<file path="src/rtl/single_argmax_v_if.sv">
// Handshake and result bundle for the single-precision argmax scanner.
interface single_argmax_v_if #(
   parameter int WIDTH = 10
);
   localparam int IDX_W = (WIDTH > 1) ? $clog2(WIDTH) : 1;

   logic                  start;
   logic [32*WIDTH-1:0]   vector_a;
   logic                  busy;
   logic                  done;
   logic [IDX_W-1:0]      index;
   logic [31:0]           max_value;
   logic                  nan_flag;

   modport master (
      output start, vector_a,
      input  busy, done, index, max_value, nan_flag
   );

   modport slave (
      input  start, vector_a,
      output busy, done, index, max_value, nan_flag
   );
endinterface

</file>
<file path="src/rtl/single_argmax_v.sv">
// Sequential argmax over a captured vector of IEEE-754 singles, one element
// per cycle, using a sign-magnitude compare (no float arithmetic).
//
// state  | meaning
// IDLE   | waiting for start, results held
// SCAN   | comparing buffered elements 1..WIDTH-1, busy high
// FINISH | done pulse, results just updated; start here chains a new scan
module single_argmax_v #(
   parameter int WIDTH = 10
) (
   input logic              clk,
   input logic              rst,
   single_argmax_v_if.slave bus
);
   localparam int IDX_W = (WIDTH > 1) ? $clog2(WIDTH) : 1;
   localparam int CNT_W = $clog2(WIDTH + 1);

   typedef enum logic [1:0] {IDLE, SCAN, FINISH} state_t;

   state_t              state_q, state_d;
   logic [32*WIDTH-1:0] buf_q;
   logic [CNT_W-1:0]    cnt_q;
   logic [31:0]         run_max_q, run_max_d;
   logic [IDX_W-1:0]    run_idx_q, run_idx_d;
   logic                run_nan_q, run_nan_d;
   logic [31:0]         max_q;
   logic [IDX_W-1:0]    idx_q;
   logic                nan_q;
   logic [31:0]         cand;
   logic [31:0]         elem0;
   logic                accept;
   logic                last;

   function automatic logic is_nan(input logic [31:0] v);
      return (v[30:23] == 8'hFF) && (v[22:0] != 23'd0);
   endfunction

   // Strict a > b; both zeros compare equal regardless of sign.
   function automatic logic greater(input logic [31:0] a, input logic [31:0] b);
      if ((a[30:0] == 31'd0) && (b[30:0] == 31'd0)) return 1'b0;
      if (a[31] != b[31]) return b[31];
      if (!a[31]) return a[30:0] > b[30:0];
      return a[30:0] < b[30:0];
   endfunction

   assign elem0  = bus.vector_a[31:0];
   assign cand   = buf_q[32*cnt_q +: 32];
   assign last   = (cnt_q == CNT_W'(WIDTH - 1));
   assign accept = bus.start && (state_q != SCAN);

   // State register.
   always_ff @(posedge clk) begin
      if (rst) state_q <= IDLE;
      else     state_q <= state_d;
   end

   // Next-state logic; start is ignored while scanning.
   always_comb begin
      state_d = state_q;
      case (state_q)
         IDLE:    if (accept) state_d = (WIDTH == 1) ? FINISH : SCAN;
         SCAN:    if (last)   state_d = FINISH;
         FINISH:  state_d = bus.start ? ((WIDTH == 1) ? FINISH : SCAN) : IDLE;
         default: state_d = IDLE;
      endcase
   end

   // One compare step; a NaN running max (element 0 was NaN) yields to any number.
   always_comb begin
      run_max_d = run_max_q;
      run_idx_d = run_idx_q;
      run_nan_d = run_nan_q;
      if (is_nan(cand)) begin
         run_nan_d = 1'b1;
      end else if (is_nan(run_max_q) || greater(cand, run_max_q)) begin
         run_max_d = cand;
         run_idx_d = cnt_q[IDX_W-1:0];
      end
   end

   // Capture, scan datapath, and result registers that only move at done.
   always_ff @(posedge clk) begin
      if (rst) begin
         buf_q     <= '0;
         cnt_q     <= '0;
         run_max_q <= '0;
         run_idx_q <= '0;
         run_nan_q <= 1'b0;
         max_q     <= '0;
         idx_q     <= '0;
         nan_q     <= 1'b0;
      end else if (accept) begin
         buf_q     <= bus.vector_a;
         cnt_q     <= CNT_W'(1);
         run_max_q <= elem0;
         run_idx_q <= '0;
         run_nan_q <= is_nan(elem0);
         if (WIDTH == 1) begin
            max_q <= elem0;
            idx_q <= '0;
            nan_q <= is_nan(elem0);
         end
      end else if (state_q == SCAN) begin
         cnt_q     <= cnt_q + CNT_W'(1);
         run_max_q <= run_max_d;
         run_idx_q <= run_idx_d;
         run_nan_q <= run_nan_d;
         if (last) begin
            max_q <= run_max_d;
            idx_q <= run_idx_d;
            nan_q <= run_nan_d;
         end
      end
   end

   assign bus.busy      = (state_q == SCAN);
   assign bus.done      = (state_q == FINISH);
   assign bus.index     = idx_q;
   assign bus.max_value = max_q;
   assign bus.nan_flag  = nan_q;
endmodule

</file>
<file path="src/flat_wrapper.sv">
// flat-port wrapper written by rule: the top's interface ports become plain ports
module single_argmax_v_flat 
#(
   parameter int WIDTH = 10
)
  (clk, rst, bus_start, bus_vector_a, bus_busy, bus_done, bus_index, bus_max_value, bus_nan_flag);
  single_argmax_v_if #(.WIDTH(WIDTH)) bus_i ();
  input logic clk;
  input logic rst;
  input wire logic [$bits(bus_i.start)-1:0] bus_start;
  input wire logic [$bits(bus_i.vector_a)-1:0] bus_vector_a;
  output wire logic [$bits(bus_i.busy)-1:0] bus_busy;
  output wire logic [$bits(bus_i.done)-1:0] bus_done;
  output wire logic [$bits(bus_i.index)-1:0] bus_index;
  output wire logic [$bits(bus_i.max_value)-1:0] bus_max_value;
  output wire logic [$bits(bus_i.nan_flag)-1:0] bus_nan_flag;
  assign bus_i.start = bus_start;
  assign bus_i.vector_a = bus_vector_a;
  assign bus_busy = bus_i.busy;
  assign bus_done = bus_i.done;
  assign bus_index = bus_i.index;
  assign bus_max_value = bus_i.max_value;
  assign bus_nan_flag = bus_i.nan_flag;
  single_argmax_v #(.WIDTH(WIDTH)) u_core (.clk(clk), .rst(rst), .bus(bus_i));
endmodule
</file>
<file path="config.mk">
export PLATFORM = sky130hd
export DESIGN_NAME = single_argmax_v_flat
export DESIGN_NICKNAME = d
export VERILOG_FILES = /design/src/rtl/single_argmax_v_if.sv /design/src/rtl/single_argmax_v.sv /design/src/flat_wrapper.sv
export SDC_FILE = /design/constraint.sdc
export NUM_CORES = 1
export LEC_CHECK = 0
export CORE_ASPECT_RATIO = 1.2
export CORE_UTILIZATION = 54
export CTS_BUF_LIST = sky130_fd_sc_hd__clkbuf_8
export DETAILED_ROUTE_END_ITERATION = 16
export PLACE_DENSITY = 0.87
export SLEW_MARGIN = 20
export SYNTH_ARGS = -nofsm -noshare
export SYNTH_HDL_FRONTEND = slang
export SYNTH_SLANG_ARGS = --single-unit
</file>
<file path="constraint.sdc">
create_clock -name clk -period 5.2 [get_ports clk]
set_input_delay 0.52 -clock clk [delete_from_list [all_inputs] [get_ports clk]]
set_output_delay 0.52 -clock clk [all_outputs]
set_load 0.01 [all_outputs]
</file>
======== Word-level counts from Yosys, hierarchy flattened ========
Cells that the tools add are included.
storage, ports and cells
  word-level logic and storage cells ...... 72
  RAM bits ................................ 0
  output and inout port bits .............. 39
  bits in latches ......................... 0
  memories ................................ 0
  bits in registers ....................... 400
  input bits .............................. 323
  bits in read-only memories .............. 0
operators by class
  bitwise gates (word level) .............. 1
  equal/unequal tests ..................... 10
  reductions and logical operators ........ 16
  div/mod/pow operators ................... 0
  $lt $le $gt $ge ......................... 2
  multipliers ............................. 0
  muxes and demuxes ....................... 31
  shift-type cells ........................ 1
  add/sub/neg operators ................... 1
operators with widths
  operator                                        count
  variable part select 320 x 10 -> 32 bit         1
  two-way mux 32 bit                              4
  nonzero test 23 bit                             3
  zero test 31 bit                                2
  greater-than comparator 31 bit                  1
  < comparator 31 bit                             1
  == test 8 bit (second input constant)           3
  two-way mux 1 bit                               22
  two-way mux 4 bit                               2
  != test 2 x 1 -> 1 bit (second input constant)  3
  one-hot mux 2 bit (3 select lines)              1
  logical AND 1 bit                               5
  adder 4 x 1 -> 4 bit (second input constant)    1
  == test 4 bit (second input constant)           1
  two-way mux 2 bit                               2
  AND reduction 3 bit                             1
  == test 2 x 1 -> 1 bit (second input constant)  1
  == test 2 bit (second input constant)           1
  zero test 2 bit                                 1
  AND reduction 2 bit                             1
  nonzero test 2 bit                              1
  OR reduction 2 bit                              1
  logical OR 1 bit                                1
  != test 1 bit                                   1
  NOT 1 bit                                       1

======== Logic depth before layout (Yosys ltp) ========
Gate-level depths: netlist of the first run.
  depth after elaboration ................. 19
  depth in mapped cells ................... 20
  depth with buffers taken out ............ 14

======== Worst setup path after synthesis of the first run ========
Ideal clock, no wire load.
  path type ............................... register -> register
  start ................................... reg u_core.cnt_q[0]
  end ..................................... reg u_core.run_max_q[19]
  required time ........................... 5.078 ns
  stages on the path, launching flop included .. 18
  library setup time ...................... 0.122 ns
  period minus slack after synthesis ...... 3.988 ns
  path buffers ............................ 6
  arrival time ............................ 3.866 ns
  slack ................................... 1.212 ns
  cell sequence ........................... dfxtp_1 buf_6 buf_6 buf_6 buf_6 mux4_2 mux2i_1 o22ai_1 ha_1 nand4_1 or4_1 a31oi_1 o311a_1 a21o_1 buf_6 nand2_4 buf_6 o311a_1
on the way
  word-level cells in the longest chain between the ends .. 14
  elaborated cells between the ends (all ways) .. 29
  classes of those cells .................. order compare: 2; eq/ne: 2; shift: 1; mux: 19; reduce/logical: 5
ends and longest elaborated chain
  element                                                                  RTL line                source
  start, declared                                                          single_argmax_v.sv:22   logic [CNT_W-1:0] cnt_q;
  start signal, assigned                                                   single_argmax_v.sv:104  cnt_q <= cnt_q + CNT_W'(1);
  variable part select 320 x 10 -> 32 bit *                                single_argmax_v.sv:47   assign cand = buf_q[32*cnt_q +: 32];
  branches (longest 10 deep; another with greater-than comparator 31 bit)  -
  two-way mux 32 bit *                                                     single_argmax_v.sv:73   if (is_nan(cand)) begin
  two-way mux 32 bit *                                                     single_argmax_v.sv:103  end else if (state_q == SCAN) begin
  two-way mux 32 bit *                                                     single_argmax_v.sv:92   end else if (accept) begin
  end signal, assigned                                                     single_argmax_v.sv:95   run_max_q <= elem0;
  end signal, assigned                                                     single_argmax_v.sv:105  run_max_q <= run_max_d;
  end, declared                                                            single_argmax_v.sv:23   logic [31:0] run_max_q, run_max_d;
Mark *: on every way between the ends. The select of a mux whose other input is x is not followed.
A chain may end at the register's enable or synchronous reset.

======== Final worst setup path of the first run ========
  start ................................... reg u_core.cnt_q[2]
  end ..................................... reg u_core.run_max_q[27]
Same word-level chain as after synthesis.

==> report_table.html, run 1 <==
<table>
<tr><th>Metric</th><th>Value</th></tr>
<tr><th colspan="2">Logic synthesis</th></tr>
<tr><td>Xor and xnor area share after synthesis</td><td>less than 1%</td></tr>
<tr><td>Mux cell area share after synthesis</td><td>11.36%</td></tr>
<tr><td>Compound-gate portion of the synthesized area</td><td>20.09%</td></tr>
<tr><td>Average size of a mapped cell</td><td>slightly above 8 µm²</td></tr>
<tr><td>Post-synth top area share</td><td>a little over two fifths</td></tr>
<tr><td>Total of warnings raised by yosys</td><td>0</td></tr>
<tr><td>Post-synthesis net count</td><td>~2600</td></tr>
<tr><td>Cell count after synthesis</td><td>approximately 2200</td></tr>
<tr><td>Synth unique cells</td><td>55</td></tr>
<tr><td>Area fraction in and, or, nand and nor cells after synthesis</td><td>between 15 and 20%</td></tr>
<tr><td>Number of synthesized register bits</td><td>400</td></tr>
<tr><td>Total standard cell area after synthesis</td><td>between 15000 and 20000 µm²</td></tr>
<tr><td>Adder-Cell Fraction of Synth Area</td><td>roughly 2.2%</td></tr>
<tr><td>Sequential fraction of the synthesis area</td><td>a little over two fifths</td></tr>
<tr><td>Dominant cells by area after synthesis</td><td>sky130_fd_sc_hd__dfxtp_1 43%, sky130_fd_sc_hd__nand2_1 13%, sky130_fd_sc_hd__a21oi_1 11%, sky130_fd_sc_hd__mux4_2 4.5%, sky130_fd_sc_hd__mux2i_1 3.5%</td></tr>
<tr><td>Most area-hungry cell type in the Yosys netlist</td><td>sky130_fd_sc_hd__dfxtp_1</td></tr>
<tr><td>Dominant combinational cell family by area after synthesis</td><td>compound AO/OA/AOI/OAI gates</td></tr>
<tr><th colspan="2">GRT</th></tr>
<tr><td>Maximum number of pins on one net before global-route repair</td><td>182</td></tr>
<tr><td>Number of antenna violations at the first check in global routing</td><td>2</td></tr>
<tr><td>Via count of the first global-routing pass</td><td>roughly 18000</td></tr>
<tr><td>Overall overflow remaining after global route</td><td>0</td></tr>
<tr><td>First-pass GRT wire length</td><td>roughly 100000 µm</td></tr>
<tr><td>GRT Overall Usage</td><td>between 30 and 40%</td></tr>
<tr><th colspan="2">Finish</th></tr>
<tr><td>Most used cells in the layout excluding fill and tap cells</td><td>652 x sky130_fd_sc_hd__nand2_1, 398 x sky130_fd_sc_hd__dfxtp_1, 393 x sky130_fd_sc_hd__a21oi_1, 359 x sky130_fd_sc_hd__clkdlybuf4s50_1, 82 x sky130_fd_sc_hd__clkbuf_8</td></tr>
<tr><td>Fraction of final layout cells with drive strength greater than 1</td><td>approximately a tenth</td></tr>
<tr><td>Post-layout net count</td><td>~2900</td></tr>
<tr><td>Area grow syn2layout</td><td>27.23%</td></tr>
<tr><td>Final non-filler cell total</td><td>3013</td></tr>
<tr><td>Final instance area</td><td>between 20000 and 25000 µm²</td></tr>
<tr><td>Most common library cell in the layout ignoring fill and taps</td><td>sky130_fd_sc_hd__nand2_1</td></tr>
<tr><th colspan="2">Floorplan</th></tr>
<tr><td>Vert. Die Dim</td><td>around 200 µm</td></tr>
<tr><td>Area of the die</td><td>approximately 35000 µm²</td></tr>
<tr><td>Die width</td><td>171.1 µm</td></tr>
<tr><td>Placeable core region</td><td>around 33000 µm²</td></tr>
<tr><td>Starting density of the core</td><td>around 55%</td></tr>
<tr><td>Number of primary I/O pins</td><td>362</td></tr>
<tr><td>Number of rows created at floorplan</td><td>between 70 and 80</td></tr>
<tr><th colspan="2">Place</th></tr>
<tr><td>Number of placed cells counting well taps</td><td>roughly 2900</td></tr>
<tr><td>Placed wire-length estimate after detailed placement</td><td>between 40000 and 50000 µm</td></tr>
<tr><td>Count of buffers inserted at the top-level ports</td><td>about 360</td></tr>
<tr><td>Placement Cell Area</td><td>22290 µm²</td></tr>
<tr><td>Gpl congestion</td><td>0.9691</td></tr>
<tr><th colspan="2">Timing</th></tr>
<tr><td>Upper clock frequency limit</td><td>approximately 200 MHz</td></tr>
<tr><td>Number of hold violations in the final report</td><td>0</td></tr>
<tr><td>Share of the clock period used by the worst path after layout</td><td>between 90% and 100%</td></tr>
<tr><td>Final Critical Period</td><td>4.863 ns</td></tr>
<tr><td>Slew at the pin closest to its max-slew limit</td><td>~1.2 ns</td></tr>
<tr><td>Setup repair after global routing missed its margin</td><td>no</td></tr>
<tr><td>Worst clock skew on the final layout</td><td>0.03068 ns</td></tr>
<tr><td>Sum of negative setup slack</td><td>0 ns</td></tr>
<tr><td>Slew HR</td><td>between 20 and 25%</td></tr>
<tr><td>Setup Viol. Count Final</td><td>0</td></tr>
<tr><td>Final slew viol count</td><td>0</td></tr>
<tr><th colspan="2">Worst setup path</th></tr>
<tr><td>Element type at the critical path end</td><td>register</td></tr>
<tr><td>Critical path fanouts, max</td><td>21</td></tr>
<tr><td>Setup slack, reg-to-reg</td><td>roughly 0.34 ns</td></tr>
<tr><td>Startpoint Class</td><td>register</td></tr>
<tr><td>Classification of the worst setup path</td><td>reg -&gt; reg</td></tr>
<tr><td>Arrival @ worst endpoint</td><td>~5.4 ns</td></tr>
<tr><td>CP required</td><td>about 5.8 ns</td></tr>
<tr><td>Cell count of the worst reg-to-reg path</td><td>14</td></tr>
<tr><th colspan="2">Route</th></tr>
<tr><td>Drt total wl</td><td>66310 µm</td></tr>
<tr><td>Starting DRT DRC Count</td><td>~2400</td></tr>
<tr><td>Routed WL per cell</td><td>22.01 µm</td></tr>
<tr><td>Post-DRT Antenna Nets</td><td>0</td></tr>
<tr><td>Number of iterations in the first detailed-routing pass</td><td>6</td></tr>
<tr><td>DRC violations left</td><td>0</td></tr>
<tr><td>DR vias/cell</td><td>approximately 6.1</td></tr>
<tr><td>Number of vias after detailed routing</td><td>18530</td></tr>
<tr><th colspan="2">Pwr</th></tr>
<tr><td>Worst vdd ir</td><td>~0.00018 V</td></tr>
<tr><td>Pwr/cell area</td><td>roughly 320 nW/µm²</td></tr>
<tr><td>Leakage power</td><td>8.824 nW</td></tr>
<tr><th colspan="2">Run status</th></tr>
<tr><td>Run status</td><td>finished clean</td></tr>
<tr><th colspan="2">Clock network</th></tr>
<tr><td>CTS hold repair buffers</td><td>0</td></tr>
<tr><td>Count of buffers added by post-CTS timing repair for setup</td><td>0</td></tr>
<tr><td>Clock transition at path regs</td><td>0.07 ns</td></tr>
<tr><td>Deepest clock path buffer count</td><td>3</td></tr>
<tr><td>Number of buffers created by CTS</td><td>60</td></tr>
<tr><td>Number of clock sinks</td><td>400</td></tr>
<tr><td>CTS resizes</td><td>0</td></tr>
<tr><td>Library cell used as clock root buffer</td><td>sky130_fd_sc_hd__clkbuf_8</td></tr>
<tr><td>Clk_lat worst skew</td><td>around 0.66 ns</td></tr>
<tr><td>TritonCTS clock tree</td><td>done</td></tr>
<tr><td>Clock H-tree levels</td><td>2</td></tr>
<tr><th colspan="2">Min path</th></tr>
<tr><td>Hold WC Path Type</td><td>in -&gt; reg</td></tr>
<tr><td>Instance count along the most critical hold path</td><td>3</td></tr>
<tr><th colspan="2">Run</th></tr>
<tr><td>Number of max-capacitance violations reported</td><td>0</td></tr>
</table>
[sequential cells by signal (all words and copies together) (netlist names), 2 cells and up]
register              flops
u_core.buf_q            320
u_core.bus.index          4
u_core.bus.max_value     32
u_core.cnt_q              4
u_core.run_idx_q          4
u_core.run_max_q         32
u_core.state_q            2
[critical path, cell delays in order, from the launching register on]
cell	delay [ns]
sky130_fd_sc_hd__dfxtp_1	0.42
sky130_fd_sc_hd__nand2_1	0.15
sky130_fd_sc_hd__buf_4	0.31
sky130_fd_sc_hd__o22ai_1	0.24
sky130_fd_sc_hd__o32ai_1	0.85
sky130_fd_sc_hd__ha_1	0.26
sky130_fd_sc_hd__nand4_1	0.24
sky130_fd_sc_hd__or4_1	0.54
sky130_fd_sc_hd__a31oi_1	0.22
sky130_fd_sc_hd__o21ai_1	0.12
sky130_fd_sc_hd__o311a_1	0.21
sky130_fd_sc_hd__a21oi_4	0.51
sky130_fd_sc_hd__buf_4	0.31
sky130_fd_sc_hd__nor3_1	0.08
sky130_fd_sc_hd__a311oi_2	0.28
[cells in the mapped netlist (all sizes together)]
cell,n
dfxtp,400
a31oi,2
buf,47
xnor2,2
inv,37
clkinv,1
o22ai,29
ha,33
nand4,19
a211oi,7
o211ai,23
nand4b,1
o21ai,48
o311ai,6
nor3,20
and4,1
mux2i,64
or4,2
clkbuf,145
nand3,8
mux2,56
o41ai,4
and2,1
a311oi,10
o311a,25
a2111oi,1
nor2b,4
or3,2
a21o,13
o31ai,2
o221ai,2
o32ai,25
nand2,654
a32oi,22
nand2b,2
a21oi,397
nor4,20
nand3b,10
a21boi,1
mux4,37
a211o,1
nor2,49
[final cells by class]
| cell class | count | area [µm²] |
|---|---|---|
| flip-flops and latches | 400 | 8013 |
| clock buffers | 82 | 1129 |
| repair buffers | 408 | 4091 |
| inverters | 38 | 142.6 |
| fillers | 2578 | 9867 |
| multi-input cells | 1603 | 9483 |
| clock inverters | 30 | 136.4 |
| diodes | 2 | 5.005 |
| well taps | 450 | 563.0 |
[kinds of logic after synthesis]
group           Yosys count
buf+inv                 230
xor+xnor                  2
mux                     157
simple gates            793
flops                   400
compound gates          618
fa+ha+maj                33
[metrics by stage]
step | hold WS (ns) | util, % | power, W | setup WS, ns
detailed placement | 0.4445 | 66.69 | 0.004980 | 0.5341
floorplan | 0.4322 | - | 0.004387 | 1.212
CTS | 0.4036 | 70.47 | 0.007588 | 0.4827
global route | 0.4197 | 70.48 | 0.007905 | 0.2370
finish | 0.4144 | 70.48 | 0.007643 | 0.3366
global placement | 0.4389 | 66.69 | 0.004947 | 0.5388
[path summary, 6_finish.rpt]
kind	startpoint	to
worst max-delay path	u_core.cnt_q[2]	u_core.run_max_q[27]
worst min-delay path	bus_vector_a[71]	u_core.buf_q[71]
worst max register to register	u_core.cnt_q[2]	u_core.run_max_q[27]
worst min register to register	u_core.buf_q[104]	u_core.buf_q[104]
[per-layer routing]
metal,global-route usage [%],routed length (µm),up-vias
li1,-,-,8393
met1,46.20,24230,8678
met2,58.78,30240,1208
met3,7.786,7092,250
met4,25.10,4749,0
met5,0,0,-
[power breakdown]
part | internal [W] | switching (W) | leakage (nW)
registers | 0.00326 | 0.000146 | 3.28
clock network | 0.00140 | 0.00127 | 0.736
logic | 0.000659 | 0.000904 | 4.81
total | 0.00532 | 0.00232 | 8.82
No activity file was read; power rests on OpenSTA's default activity.
==> run 2: changes to the inputs <==
GPL_ROUTABILITY_DRIVEN = 0   (was not set)
==> report_table.html, run 2 (synthesized netlist as in run 1, its figures left out) <==
<table>
<tr><th>Metric</th><th>Value</th></tr>
<tr><th colspan="2">Run status</th></tr>
<tr><td>Run status</td><td>finished clean</td></tr>
<tr><th colspan="2">Finish</th></tr>
<tr><td>Flip-flop count of the largest register after layout</td><td>320 (unchanged)</td></tr>
<tr><td>Final non-filler cell total</td><td>3003 (-0.33%)</td></tr>
<tr><td>Area taken by multi-input logic gates</td><td>9483 µm² (unchanged)</td></tr>
<tr><td>Fraction of final layout cells with drive strength greater than 1</td><td>9.216% (-0.51 points)</td></tr>
<tr><td>Final core utilization</td><td>70.00% (-0.49 points)</td></tr>
<tr><td>Final-layout fill cell count</td><td>2620 (+1.6%)</td></tr>
<tr><td>Area of all sequential standard cells</td><td>8013 µm² (unchanged)</td></tr>
<tr><td>Post-layout net count</td><td>2860 (-0.24%)</td></tr>
<tr><td>Most used cells in the layout excluding fill and tap cells</td><td>652 x sky130_fd_sc_hd__nand2_1, 398 x sky130_fd_sc_hd__dfxtp_1, 393 x sky130_fd_sc_hd__a21oi_1, 359 x sky130_fd_sc_hd__clkdlybuf4s50_1, 69 x sky130_fd_sc_hd__clkbuf_8</td></tr>
<tr><td>Top reg by flops</td><td>u_core.buf_q</td></tr>
<tr><td>Area grow syn2layout</td><td>26.36%</td></tr>
<tr><td>Final instance area</td><td>23400 µm² (-0.69%)</td></tr>
<tr><td>Most common library cell in the layout ignoring fill and taps</td><td>sky130_fd_sc_hd__nand2_1</td></tr>
<tr><th colspan="2">Clock network</th></tr>
<tr><td>Number of buffers created by CTS</td><td>58 (-3.3%)</td></tr>
<tr><td>CTS hold repair buffers</td><td>0 (unchanged)</td></tr>
<tr><td>Deepest clock path buffer count</td><td>3 (unchanged)</td></tr>
<tr><td>Clk_lat worst skew</td><td>0.62 ns (-0.04 ns)</td></tr>
<tr><td>CTS resizes</td><td>0 (unchanged)</td></tr>
<tr><td>TritonCTS clock tree</td><td>done</td></tr>
<tr><td>Clock transition at path regs</td><td>0.07 ns (about the same)</td></tr>
<tr><td>Clock H-tree levels</td><td>2 (unchanged)</td></tr>
<tr><td>Number of clock sinks</td><td>400 (unchanged)</td></tr>
<tr><td>Library cell used as clock root buffer</td><td>sky130_fd_sc_hd__clkbuf_8</td></tr>
<tr><td>Count of buffers added by post-CTS timing repair for setup</td><td>0 (unchanged)</td></tr>
<tr><th colspan="2">Timing</th></tr>
<tr><td>Setup Viol. Count Final</td><td>0 (unchanged)</td></tr>
<tr><td>Final slew viol count</td><td>0 (unchanged)</td></tr>
<tr><td>Sum of negative setup slack</td><td>0 ns (unchanged)</td></tr>
<tr><td>Slew at the pin closest to its max-slew limit</td><td>1.119 ns (-0.04932 ns)</td></tr>
<tr><td>Setup repair after global routing missed its margin</td><td>no</td></tr>
<tr><td>Upper clock frequency limit</td><td>201.9 MHz (-1.8%)</td></tr>
<tr><td>Share of the clock period used by the worst path after layout</td><td>95.25% (+1.7 points)</td></tr>
<tr><td>Number of hold violations in the final report</td><td>0 (unchanged)</td></tr>
<tr><td>Slew HR</td><td>25.41% (+3.3 points)</td></tr>
<tr><td>Final Critical Period</td><td>4.953 ns (+0.08957 ns)</td></tr>
<tr><td>Worst clock skew on the final layout</td><td>0.01694 ns (-0.01374 ns)</td></tr>
<tr><th colspan="2">Min path</th></tr>
<tr><td>Hold WC Path Type</td><td>in -&gt; reg</td></tr>
<tr><td>Instance count along the most critical hold path</td><td>2 (-1)</td></tr>
<tr><td>Hold path startpoint</td><td>rst</td></tr>
<tr><td>Endpoint of the worst hold path</td><td>u_core.state_q[0]</td></tr>
<tr><th colspan="2">Worst setup path</th></tr>
<tr><td>Endpoint of the worst-slack reg-to-reg timing path</td><td>u_core.run_max_q[15]</td></tr>
<tr><td>Startpoint Class</td><td>register</td></tr>
<tr><td>CP cell instances</td><td>buf_4 &gt; inv_1 &gt; nand2_1 &gt; buf_4 &gt; buf_4 &gt; o32ai_1 &gt; ha_1 &gt; a211oi_1 &gt; nor2_1 &gt; o31ai_1 &gt; a31oi_1 &gt; o311a_1 &gt; a21oi_4 &gt; buf_12 &gt; o211ai_1 &gt; o311a_1</td></tr>
<tr><td>Crit-path most repeated cell</td><td>sky130_fd_sc_hd__buf_4</td></tr>
<tr><td>Crit path buffers/inverters</td><td>5 (+3)</td></tr>
<tr><td>Element type at the critical path end</td><td>register</td></tr>
<tr><td>Classification of the worst setup path</td><td>reg -&gt; reg</td></tr>
<tr><td>Cell count of the worst reg-to-reg path</td><td>16 (+2)</td></tr>
<tr><td>Slowest cell delay on critical path</td><td>0.55 ns (-0.30 ns)</td></tr>
<tr><td>Arrival @ worst endpoint</td><td>5.47 ns (+0.05 ns)</td></tr>
<tr><td>CP required</td><td>5.72 ns (-0.04 ns)</td></tr>
<tr><td>Cell family with the largest share of critical-path delay</td><td>compound AO/OA/AOI/OAI gates</td></tr>
<tr><td>Setup slack, reg-to-reg</td><td>0.25 ns (-0.09 ns)</td></tr>
<tr><td>Critical path fanouts, max</td><td>34 (+62%)</td></tr>
<tr><td>Startpoint of the worst-slack reg-to-reg timing path</td><td>u_core.cnt_q[1]</td></tr>
<tr><td>Critical Path Slowest Stage Cell</td><td>sky130_fd_sc_hd__a21oi_4</td></tr>
<tr><th colspan="2">Pwr</th></tr>
<tr><td>Internal Pwr Total</td><td>0.005174 W (-2.8%)</td></tr>
<tr><td>Pwr/cell area</td><td>317.9 nW/µm² (-2.0%)</td></tr>
<tr><td>Fraction of power consumed by sequential logic</td><td>45.8% (+1.3 points)</td></tr>
<tr><td>Net Sw Frac</td><td>30.44% (+0.059 points)</td></tr>
<tr><td>Sw Pwr</td><td>0.002264 W (-2.5%)</td></tr>
<tr><td>Leakage power</td><td>8.745 nW (-0.90%)</td></tr>
<tr><td>Worst vdd ir</td><td>0.0001896 V (+4.5%)</td></tr>
<tr><td>Portion of total power attributed to the clock network</td><td>33.5% (-1.5 points)</td></tr>
<tr><td>Combinational fraction of design power</td><td>20.7% (+0.2 points)</td></tr>
<tr><th colspan="2">Place</th></tr>
<tr><td>Placed wire-length estimate after detailed placement</td><td>46330 µm (-2.4%)</td></tr>
<tr><td>Placement Cell Area</td><td>22240 µm² (-0.22%)</td></tr>
<tr><td>Count of buffers inserted at the top-level ports</td><td>361 (unchanged)</td></tr>
<tr><td>Number of placed cells counting well taps</td><td>2894 (-0.17%)</td></tr>
<tr><th colspan="2">Route</th></tr>
<tr><td>Drt total wl</td><td>64950 µm (-2.0%)</td></tr>
<tr><td>Routed WL per cell</td><td>21.63 µm (-1.7%)</td></tr>
<tr><td>DR vias/cell</td><td>6.196 (+0.75%)</td></tr>
<tr><td>Starting DRT DRC Count</td><td>2649 (+8.5%)</td></tr>
<tr><td>Number of vias after detailed routing</td><td>18610 (+0.42%)</td></tr>
<tr><td>DRC violations left</td><td>0 (unchanged)</td></tr>
<tr><td>Number of iterations in the first detailed-routing pass</td><td>9 (+3)</td></tr>
<tr><td>Post-DRT Antenna Nets</td><td>0 (unchanged)</td></tr>
<tr><th colspan="2">Floorplan</th></tr>
<tr><td>Starting density of the core</td><td>55.40% (unchanged)</td></tr>
<tr><td>Die width</td><td>171.1 µm (unchanged)</td></tr>
<tr><td>Number of rows created at floorplan</td><td>73 (unchanged)</td></tr>
<tr><td>Area of the die</td><td>35040 µm² (unchanged)</td></tr>
<tr><td>Number of primary I/O pins</td><td>362 (unchanged)</td></tr>
<tr><td>Placeable core region</td><td>33430 µm² (unchanged)</td></tr>
<tr><td>Vert. Die Dim</td><td>204.9 µm (unchanged)</td></tr>
<tr><th colspan="2">GRT</th></tr>
<tr><td>Overall overflow remaining after global route</td><td>0 (unchanged)</td></tr>
<tr><td>Met1 usage</td><td>44.66% (-1.5 points)</td></tr>
<tr><td>Top Usage Layer GRT</td><td>met2</td></tr>
<tr><td>Fraction of met2 tracks used by global routing</td><td>57.48% (-1.3 points)</td></tr>
<tr><td>Maximum number of pins on one net before global-route repair</td><td>173 (-4.9%)</td></tr>
<tr><td>Number of antenna violations at the first check in global routing</td><td>4 (+2)</td></tr>
<tr><td>Met3 Resource Use GR</td><td>7.631% (-0.15 points)</td></tr>
<tr><td>Via count of the first global-routing pass</td><td>17990 (+0.87%)</td></tr>
<tr><td>GRT Overall Usage</td><td>36.54% (-0.90 points)</td></tr>
<tr><td>First-pass GRT wire length</td><td>98480 µm (-1.6%)</td></tr>
<tr><th colspan="2">Run</th></tr>
<tr><td>Number of max-capacitance violations reported</td><td>0 (unchanged)</td></tr>
</table>
==> run 2: cell types whose count changed in the layout (fill, tap and decap cells not counted) <==
cell | before | now
sky130_fd_sc_hd__clkbuf_8 | 82 | 69
sky130_fd_sc_hd__buf_4 | 37 | 33
sky130_fd_sc_hd__clkinv_2 | 6 | 9
sky130_fd_sc_hd__inv_1 | 58 | 61
sky130_fd_sc_hd__buf_12 | 10 | 9
sky130_fd_sc_hd__bufinv_16 | 0 | 1
sky130_fd_sc_hd__clkinv_8 | 0 | 1
sky130_fd_sc_hd__diode_2 | 2 | 3
sky130_fd_sc_hd__inv_6 | 1 | 0
==> run 2: worst register-to-register path, stage by stage, from the launching register on <==
cell and delay, ns:
sky130_fd_sc_hd__dfxtp_2 0.48, sky130_fd_sc_hd__buf_4 0.49, sky130_fd_sc_hd__inv_1 0.20, sky130_fd_sc_hd__nand2_1 0.27, sky130_fd_sc_hd__buf_4 0.25, sky130_fd_sc_hd__buf_4 0.22, sky130_fd_sc_hd__o32ai_1 0.20, sky130_fd_sc_hd__ha_1 0.37
sky130_fd_sc_hd__a211oi_1 0.22, sky130_fd_sc_hd__nor2_1 0.09, sky130_fd_sc_hd__o31ai_1 0.30, sky130_fd_sc_hd__a31oi_1 0.16, sky130_fd_sc_hd__o311a_1 0.44, sky130_fd_sc_hd__a21oi_4 0.55, sky130_fd_sc_hd__buf_12 0.25, sky130_fd_sc_hd__o211ai_1 0.15
sky130_fd_sc_hd__o311a_1 0.18
==> run 2: area by class of cell <==
class | count | area share, %
multi-input combinational | 1603 | 40.53
timing repair buffer | 403 | 17.27
inverter | 38 | 0.6096
clock buffer | 69 | 4.058
tap | 450 | 2.406
antenna | 3 | 0.03208
clock inverter | 37 | 0.8555
sequential | 400 | 34.24
==> run 2: worst max path at each step <==
stage                    startpoint  cells past startpoint                   end
global route        u_core.cnt_q[1]                     17  u_core.run_max_q[15]
floorplan           u_core.cnt_q[0]                     17  u_core.run_max_q[19]
global placement    u_core.cnt_q[1]                     17   u_core.bus.index[2]
detailed placement  u_core.cnt_q[1]                     16  u_core.run_max_q[10]
CTS                 u_core.cnt_q[1]                     16  u_core.run_max_q[15]
finish              u_core.cnt_q[1]                     16  u_core.run_max_q[15]
==> run 2: routing by layer <==
layer  share of wire (%)  wire, µm  vias up
li1                    -         -     8373
met1                  35     23030     8666
met2                  45     29530     1287
met3                  11      7375      278
met4                 7.7      5012        2
met5               0.017        11        -
==> run 2: metrics by stage <==
step	setup WS, ns	total power, W	hold WS (ns)
floorplan	1.212	0.004387	0.4322
global placement	0.6076	0.004900	0.4397
detailed placement	0.4550	0.004953	0.4440
CTS	0.3953	0.007381	0.4258
global route	0.01782	0.007691	0.4434
finish	0.2470	0.007439	0.4268
==> run 2: power groups by stage <==
stage / registers (W) / clock network (W) / logic, W
after CTS: 0.00340 / 0.00248 / 0.00150
after detailed placement: 0.00346 / 0 / 0.00149
after global placement: 0.00345 / 0 / 0.00145
final: 0.00341 / 0.00249 / 0.00154
after global routing: 0.00342 / 0.00263 / 0.00164
after floorplan: 0.00340 / 0 / 0.000985
